**config.mk**
```make
export PLATFORM = sky130hd
export DESIGN_NAME = detect_frame_ctrl
export DESIGN_NICKNAME = d
export VERILOG_FILES = /design/src/rtl/img_proc_pkg.sv /design/src/rtl/presence_debounce.sv /design/src/rtl/detect_frame_ctrl.sv
export SDC_FILE = /design/constraint.sdc
export NUM_CORES = 1
export LEC_CHECK = 0
export BUFFER_PORTS_ARGS = -buffer_cell sky130_fd_sc_hd__buf_2
export CELL_PAD_IN_SITES_DETAIL_PLACEMENT = 1
export CELL_PAD_IN_SITES_GLOBAL_PLACEMENT = 1
export CORE_ASPECT_RATIO = 0.8
export CORE_MARGIN = 8
export CORE_UTILIZATION = 25
export DETAILED_ROUTE_END_ITERATION = 7
export GPL_TIMING_DRIVEN = 0
export PLACE_DENSITY_LB_ADDON = 0.1
export SYNTH_ARGS = -nofsm -noshare
export SYNTH_HDL_FRONTEND = slang
export SYNTH_SLANG_ARGS = --single-unit
```
**constraint.sdc**
```tcl
create_clock -name iCLK -period 2 [get_ports iCLK]
set_input_delay 0.3 -clock iCLK [delete_from_list [all_inputs] [get_ports iCLK]]
set_output_delay 0.3 -clock iCLK [all_outputs]
set_load 0.005 [all_outputs]
```
**src/rtl/img_proc_pkg.sv**
```systemverilog
// -----------------------------------------------------------------------------
// img_proc_pkg
// Shared definitions for the image-processing slice: frame-controller state
// encoding, default active-window geometry and the pixel-count helper. The
// object detector uses the same geometry defaults so both blocks agree on
// where a frame ends.
// -----------------------------------------------------------------------------
package img_proc_pkg;

    localparam int H_ACTIVE_DEF = 640;
    localparam int V_ACTIVE_DEF = 480;
    localparam int PIX_CNT_W    = 19;   // holds H_ACTIVE_DEF*V_ACTIVE_DEF
    localparam int COORD_W      = 11;

    typedef enum logic [2:0] {
        ST_IDLE    = 3'd0,
        ST_ARMED   = 3'd1,
        ST_CAPTURE = 3'd2,
        ST_EVAL    = 3'd3,
        ST_ABORT   = 3'd4
    } frame_state_e;

    // Index of the last active pixel in a frame (constant-folded at elaboration).
    function automatic logic [PIX_CNT_W-1:0] pix_last(input int h, input int v);
        return PIX_CNT_W'(h * v - 1);
    endfunction

endpackage

```
**src/rtl/presence_debounce.sv**
```systemverilog
// -----------------------------------------------------------------------------
// presence_debounce
// Frame-rate hysteresis on the detector's presence flag. On each strobe a
// present frame bumps a saturating hit count and clears the miss count; an
// absent frame does the converse. tracking sets once PRESENT_FRAMES
// consecutive hits are seen and clears after LOST_FRAMES consecutive misses.
//
// Ports
//   iCLK, iRST    clock / async active-low reset
//   strobe        one-cycle frame-evaluation strobe
//   present       presence flag, sampled on strobe
//   tracking      registered debounced presence
//   tracking_nxt  value tracking takes at the next edge (lets the parent
//                 act on the updated decision within the strobe cycle)
// -----------------------------------------------------------------------------
module presence_debounce #(
    parameter int PRESENT_FRAMES = 3,
    parameter int LOST_FRAMES    = 5
) (
    input  logic iCLK,
    input  logic iRST,
    input  logic strobe,
    input  logic present,
    output logic tracking,
    output logic tracking_nxt
);

    localparam int HIT_W  = $clog2(PRESENT_FRAMES + 1);
    localparam int MISS_W = $clog2(LOST_FRAMES + 1);
    localparam logic [HIT_W-1:0]  HIT_MAX  = HIT_W'(PRESENT_FRAMES);
    localparam logic [MISS_W-1:0] MISS_MAX = MISS_W'(LOST_FRAMES);

    logic [HIT_W-1:0]  hit_cnt,  hit_nxt;
    logic [MISS_W-1:0] miss_cnt, miss_nxt;

    always_comb begin
        // NOTE: every variable gets a default before any branch, so no path
        // leaves it unassigned and no latch is inferred.
        hit_nxt      = hit_cnt;
        miss_nxt     = miss_cnt;
        tracking_nxt = tracking;
        if (strobe) begin
            if (present) begin
                miss_nxt = '0;
                if (hit_cnt != HIT_MAX) hit_nxt = hit_cnt + HIT_W'(1);
            end else begin
                hit_nxt = '0;
                if (miss_cnt != MISS_MAX) miss_nxt = miss_cnt + MISS_W'(1);
            end
            if (hit_nxt == HIT_MAX)        tracking_nxt = 1'b1;
            else if (miss_nxt == MISS_MAX) tracking_nxt = 1'b0;
        end
    end

    // NOTE: registers use non-blocking assignment so all of them sample the
    // pre-edge values, independent of statement order.
    always_ff @(posedge iCLK or negedge iRST) begin
        if (!iRST) begin
            hit_cnt  <= '0;
            miss_cnt <= '0;
            tracking <= 1'b0;
        end else begin
            hit_cnt  <= hit_nxt;
            miss_cnt <= miss_nxt;
            tracking <= tracking_nxt;
        end
    end

endmodule

```
**src/rtl/detect_frame_ctrl.sv**
```systemverilog
// -----------------------------------------------------------------------------
// detect_frame_ctrl
// Frame-level controller around a pixel-streaming object detector. Arms on
// iEnable, waits for a fresh frame start, forwards exactly one frame of pixels
// to the detector, then evaluates the detector result once per frame: presence
// is debounced into oTracking and, while tracking, the coordinate is published
// through a valid/ready register (latest wins, overwrite flagged on oOverrun).
// Truncated frames are aborted with a one-cycle detector reset.
//
// Ports
//   iCLK, iRST            clock / async active-low reset
//   iEnable               tracking enable (level)
//   iFVAL, iDVAL          camera frame / pixel valid
//   iRow, iCol, iPresent  detector result, sampled in EVAL
//   oDVAL                 pixel valid gated to the detector (CAPTURE only)
//   oDpRst_n              detector reset, low in IDLE and ABORT
//   oCoordValid/iCoordReady, oCoordRow/oCoordCol  published coordinate
//   oTracking             debounced presence
//   oTimeout              sticky: no frame start within TIMEOUT armed cycles
//   oOverrun              one-cycle pulse: unaccepted coordinate overwritten
//   oFrameCnt             completed-frame counter (wraps)
// -----------------------------------------------------------------------------
module detect_frame_ctrl
    import img_proc_pkg::*;
#(
    parameter int H_ACTIVE       = H_ACTIVE_DEF,
    parameter int V_ACTIVE       = V_ACTIVE_DEF,
    parameter int PRESENT_FRAMES = 3,
    parameter int LOST_FRAMES    = 5,
    parameter int TIMEOUT        = 2000000
) (
    input  logic               iCLK,
    input  logic               iRST,
    input  logic               iEnable,
    input  logic               iFVAL,
    input  logic               iDVAL,
    input  logic [COORD_W-1:0] iRow,
    input  logic [COORD_W-1:0] iCol,
    input  logic               iPresent,
    output logic               oDVAL,
    output logic               oDpRst_n,
    output logic               oCoordValid,
    input  logic               iCoordReady,
    output logic [COORD_W-1:0] oCoordRow,
    output logic [COORD_W-1:0] oCoordCol,
    output logic               oTracking,
    output logic               oTimeout,
    output logic               oOverrun,
    output logic [15:0]        oFrameCnt
);

    localparam logic [PIX_CNT_W-1:0] PIX_LAST = pix_last(H_ACTIVE, V_ACTIVE);
    localparam int                   TO_W     = $clog2(TIMEOUT + 1);
    localparam logic [TO_W-1:0]      TO_MAX   = TO_W'(TIMEOUT);
    localparam logic [TO_W-1:0]      TO_LAST  = TO_W'(TIMEOUT - 1);

    frame_state_e         state, state_nxt;
    logic                 fval_q;
    logic                 fval_rise;
    logic                 cap_entry;
    logic                 eval_strobe;
    logic                 trk_nxt;
    logic                 publish;
    logic [PIX_CNT_W-1:0] pix_cnt;
    logic [TO_W-1:0]      to_cnt;

    // A rise needs a low sample first, so a frame already running when we
    // arm is skipped until its next start.
    assign fval_rise = iFVAL && !fval_q;

    // ---------------- state register ----------------
    always_ff @(posedge iCLK or negedge iRST) begin
        if (!iRST) begin
            state  <= ST_IDLE;
            fval_q <= 1'b0;
        end else begin
            state  <= state_nxt;
            fval_q <= iFVAL;
        end
    end

    // ---------------- next-state logic ----------------
    always_comb begin
        state_nxt = state;
        case (state)
            ST_IDLE:    if (iEnable) state_nxt = ST_ARMED;
            ST_ARMED: begin
                if (!iEnable)       state_nxt = ST_IDLE;
                else if (fval_rise) state_nxt = ST_CAPTURE;
            end
            // Disable is ignored here: a started frame always completes.
            ST_CAPTURE: begin
                if (iDVAL && (pix_cnt == PIX_LAST)) state_nxt = ST_EVAL;
                else if (!iFVAL)                    state_nxt = ST_ABORT;
            end
            ST_EVAL,
            ST_ABORT:   state_nxt = iEnable ? ST_ARMED : ST_IDLE;
            default:    state_nxt = ST_IDLE;
        endcase
    end

    // ---------------- output / strobe logic ----------------
    always_comb begin
        oDVAL       = 1'b0;
        oDpRst_n    = 1'b1;
        eval_strobe = 1'b0;
        case (state)
            ST_IDLE:    oDpRst_n    = 1'b0;
            ST_CAPTURE: oDVAL       = iDVAL;
            ST_EVAL:    eval_strobe = 1'b1;
            ST_ABORT:   oDpRst_n    = 1'b0;
            default:    ;
        endcase
        cap_entry = (state == ST_ARMED) && (state_nxt == ST_CAPTURE);
    end

    // ---------------- pixel counter ----------------
    always_ff @(posedge iCLK or negedge iRST) begin
        if (!iRST)                                  pix_cnt <= '0;
        else if (cap_entry)                         pix_cnt <= '0;
        else if ((state == ST_CAPTURE) && iDVAL)    pix_cnt <= pix_cnt + PIX_CNT_W'(1);
    end

    // ---------------- arm timeout ----------------
    // Counter lives only in ARMED; the flag is sticky until a frame starts.
    always_ff @(posedge iCLK or negedge iRST) begin
        if (!iRST) begin
            to_cnt   <= '0;
            oTimeout <= 1'b0;
        end else begin
            if (state != ST_ARMED)   to_cnt <= '0;
            else if (to_cnt != TO_MAX) to_cnt <= to_cnt + TO_W'(1);

            if (cap_entry)                                     oTimeout <= 1'b0;
            else if ((state == ST_ARMED) && (to_cnt == TO_LAST)) oTimeout <= 1'b1;
        end
    end

    // ---------------- presence hysteresis ----------------
    presence_debounce #(
        .PRESENT_FRAMES (PRESENT_FRAMES),
        .LOST_FRAMES    (LOST_FRAMES)
    ) u_debounce (
        .iCLK         (iCLK),
        .iRST         (iRST),
        .strobe       (eval_strobe),
        .present      (iPresent),
        .tracking     (oTracking),
        .tracking_nxt (trk_nxt)
    );

    // Publish uses the post-update tracking decision of this very frame.
    assign publish = eval_strobe && trk_nxt && iPresent;

    // ---------------- coordinate handshake + frame count ----------------
    always_ff @(posedge iCLK or negedge iRST) begin
        if (!iRST) begin
            oCoordValid <= 1'b0;
            oCoordRow   <= '0;
            oCoordCol   <= '0;
            oOverrun    <= 1'b0;
            oFrameCnt   <= '0;
        end else begin
            if (publish) begin
                oCoordRow   <= iRow;
                oCoordCol   <= iCol;
                oCoordValid <= 1'b1;
                oOverrun    <= oCoordValid && !iCoordReady;
            end else begin
                oOverrun <= 1'b0;
                if (iCoordReady) oCoordValid <= 1'b0;
            end
            if (eval_strobe) oFrameCnt <= oFrameCnt + 16'd1;
        end
    end

endmodule

```
==> metrics.md <==
| Metric | Value |
|---|---|
| All-Layer GR Usage | `11.19%` |
| P_int | `3654 uW` |
| Placer Congestion | `between 0.7 and 0.8` |
| Logic pwr share | `20.2%` |
| Mapped Nets | `roughly 440` |
| Min Hold Slack | `-0.01913 ns` |
| Most instantiated library cell after synthesis | `dfrtp_1` |
| Mapped Area | `roughly 4200 sq um` |
| FF-to-FF setup slack | `-0.10 ns` |
| Crit path max fanout | `3` |
| LEAKAGE | `0.002540 uW` |
| Die height | `132.6 um` |
| Htree depth | `3` |
| Post-Synthesis Cells | `403` |
| Crit path top cell by count | `or4_4` |
| Residual DRC count | `0` |
| WP buf/inv | `0` |
| # rows | `42` |
| Setup total negative slack | `-0.1978 ns` |
| Synthesized area per cell | `10.54 sq um` |
| Slowest CP cell | `or4_4` |
| Period utilisation layout | `105.1%` |
| Crit path largest cell delay | `0.56 ns` |
| R2R depth | `4` |
| Vias in the first global route | `3707` |
| Core ar. | `16610 sq um` |
| Via density | `~4.7` |
| Post-route ant nets | `0` |
| Layout cells sized above 1 | `35.70%` |
| Clock root cell | `clkbuf_16` |
| Max transition margin | `a little over half` |
| Crit end category | `register` |
| I/O Buffers | `72` |
| Initial Utilization | `between 20% and 30%` |
| DRT Wirelength | `11780 um` |
| Crit-path cells | `or4b_1 > or4_4 > or4_4 > nand2_2` |
| FILL cells | `1908` |
| Synthesized flop and latch total | `91` |
| DR WL/cell | `15.90 um` |
| Iter 0 DRT Violations | `114` |
| VDD IR-drop max | `around 410 uV` |
| Crit path DAT | `2.39 ns` |
| Least-Margin Pin Slew | `0.6852 ns` |
| Fraction of registers with async set/reset | `between 90% and 100%` |
| First element of the critical path | `to_cnt[12]$_DFFE_PN0P_` |
| Overall power | `5140 uW` |
| Crit Path Category | `register to register` |
| CTS max path bufs | `2` |
| Setup-failing EPs final | `5` |
| CTS tree | `done` |
| Yosys warns | `0` |
| Switching portion of total power | `28.91%` |
| CTS Buf Count | `9` |
| Setup ws final | `-0.1023 ns` |
| Unique masters post-synth | `43` |
| Hold crit path type | `input pin to async pin` |
| PwrDens | `913.3 nW/um^2` |
| Layout Nets | `551` |
| DRT Pass-1 Iters | `4` |
| Leading cell types by total area after synthesis | `dfrtp_1 (54%), mux2_2 (5.8%), xnor2_1 (3.7%)` |
| Failing checks | `hold timing, setup timing` |
| Final instance count without filler cells | `741` |
| Worst-Skew Late Latency | `~0.34 ns` |
| Stages on worst setup path | `4` |
| Cts hold-fix bufs | `0` |
| Synth cell count leaders | `dfrtp_1 (91), nand2_1 (32), nor2_1 (28)` |
| Post-DP HPWL | `8193 um` |
| Via count | `roughly 3500` |
| Max Slew Vio Count | `0` |
| Yosys top cell area share | `between 50% and 60%` |
| Critical path data required time | `2.28 ns` |
| Flop pwr share | `46.5%` |
| Startpoint Class | `register` |
| Tmin final | `2.102 ns` |
| Die X | `161.7 um` |
| MaxCap Viol Count | `0` |
| Ant. Diodes | `0` |
| Outcome | `finished, violations left` |
| Worst Setup EP | `to_cnt[1]$_DFFE_PN0P_` |
| Initial antenna violation count | `0` |
| DIE AREA | `21440 sq um` |
| Delay-heaviest family, CP | `simple AND/OR/NAND/NOR gates` |
| Reg2reg end | `to_cnt[1]$_DFFE_PN0P_` |
| # clock sinks | `91` |
| RR Startpoint | `to_cnt[12]$_DFFE_PN0P_` |
| RSZ-0062 raised after global routing | `yes` |
| Post-synth top flop | `dfrtp_1` |
| Clock transition at path regs | `roughly 0.07 ns` |
| Final Hold Viols | `43` |
| Final Core Density | `about a third` |
| Clk_skew | `0.006555 ns` |
| Area Overhead vs Synth | `32.53%` |
| Largest net degree at the start of global routing | `roughly 50` |
| I/O pins | `73` |
| Number of synthesized flops with an enable pin | `0` |
| Seq/Total Area, Yosys | `53.62%` |
| Net switching power | `roughly 1500 uW` |
| Placed instance count | `696` |
| First-pass GRT wire length | `19530 um` |
| Clock network power share | `between 30% and 40%` |
| Grt total ovfl | `0` |
| Fmax | `475.7 MHz` |
| Synth area leader | `dfrtp_1` |
-- power by group through the flow --
| stage | Clock (uW) | Combinational (uW) | Sequential, uW |
|---|---|---|---|
| final | 1710 | 1040 | 2390 |
| after global routing | 1870 | 1170 | 2450 |
| after CTS | 1800 | 1050 | 2390 |
| after detailed placement | 0 | 1010 | 2420 |
| after global placement | 0 | 970 | 2400 |
| after floorplan | 0 | 504 | 2400 |
-- cell families after synthesis --
logic type / synth area share [%]
AND/OR/NAND/NOR: 20.39
flip-flops: 53.62
AO/OA/AOI/OAI: 8.456
XOR/XNOR: 6.600
buffers and inverters: 2.858
multiplexers: 6.305
adder cells (fa/ha/maj): 1.768
-- worst min-delay path by stage --
stage                     slack, ns  start                   endpoint  depth (start not counted)
after CTS                    0.0002   iRST  oFrameCnt[15]$_DFFE_PN0P_                          1
after global placement         0.45  iFVAL           fval_q$_DFF_PN0_                          1
after detailed placement       0.38   iRST  oFrameCnt[15]$_DFFE_PN0P_                          1
after global routing           0.02   iRST      to_cnt[6]$_DFFE_PN0P_                          1
after floorplan               0.004   iRST           fval_q$_DFF_PN0_                          0
final                         -0.02   iRST      to_cnt[6]$_DFFE_PN0P_                          1
-- flip-flops by register name, summed over array words and instances (netlist names) --
signal               cells
oCoordRow               11
oCoordValid              1
oFrameCnt               16
u_debounce.miss_cnt      3
u_debounce.tracking      1
pix_cnt                 19
u_debounce.hit_cnt       2
fval_q                   1
to_cnt                  21
oCoordCol               11
state                    3
oTimeout                 1
oOverrun                 1
-- cell type report --
type	count	area, sq um	area share (%)
Timing Repair Buffer	110	693.2	12.32
Tap cell	220	275.3	4.891
Multi-Input combinational cell	282	1977	35.13
Buffer	9	53.80	0.9560
Inverter	13	48.80	0.8671
Clock buffer	10	229.0	4.068
Clock inverter	6	65.06	1.156
Sequential cell	91	2286	40.62
-- cells in the final DEF (no fill, tap or decap), types with 4 or more instances in the layout --
cell,instances
xnor2_1,18
o211ai_1,4
a21oi_1,20
and4_1,6
nand2_1,31
nand3_1,18
buf_2,71
nor2_1,27
or3_1,12
inv_1,13
or4_1,6
mux2_2,22
dfrtp_1,84
or4_4,5
clkbuf_1,5
ha_1,5
o21ai_0,21
o31ai_1,6
xor2_1,14
nor4_1,5
buf_4,37
clkbuf_16,9
dfrtp_2,7
nand4_1,13
-- metal layers --
metal / vias to the layer above / global-route usage, % / share of wire, % / wire [um]
li1: 1666 / - / - / -
met1: 1744 / 14.04 / 47 / 5481
met2: 44 / 18.38 / 48 / 5698
met3: 9 / 3.193 / 4.0 / 468
met4: 0 / 3.234 / 1.1 / 132
met5: - / 0 / 0 / 0
-- stage by stage --
| stage | cell area [sq um] | worst slack [ns] |
|---|---|---|
| after floorplan | 4268 | -0.1405 |
| after global placement | 4903 | -0.4434 |
| after detailed placement | 4933 | -0.4236 |
| after CTS | 5440 | -0.1872 |
| after global routing | 5628 | -0.1600 |
| final | 5628 | -0.1023 |
-- what timing repair did --
action / 4_1_cts / 5_1_grt
endpoints found under the hold margin: 0 / 0
buffers inserted: 18 / 19
gates cloned: 0 / 0
endpoints found under the setup margin: 50 / 41
pin swaps: 7 / 10
resized for setup: 21 / 25
No activity file was read; power rests on OpenSTA's default activity.
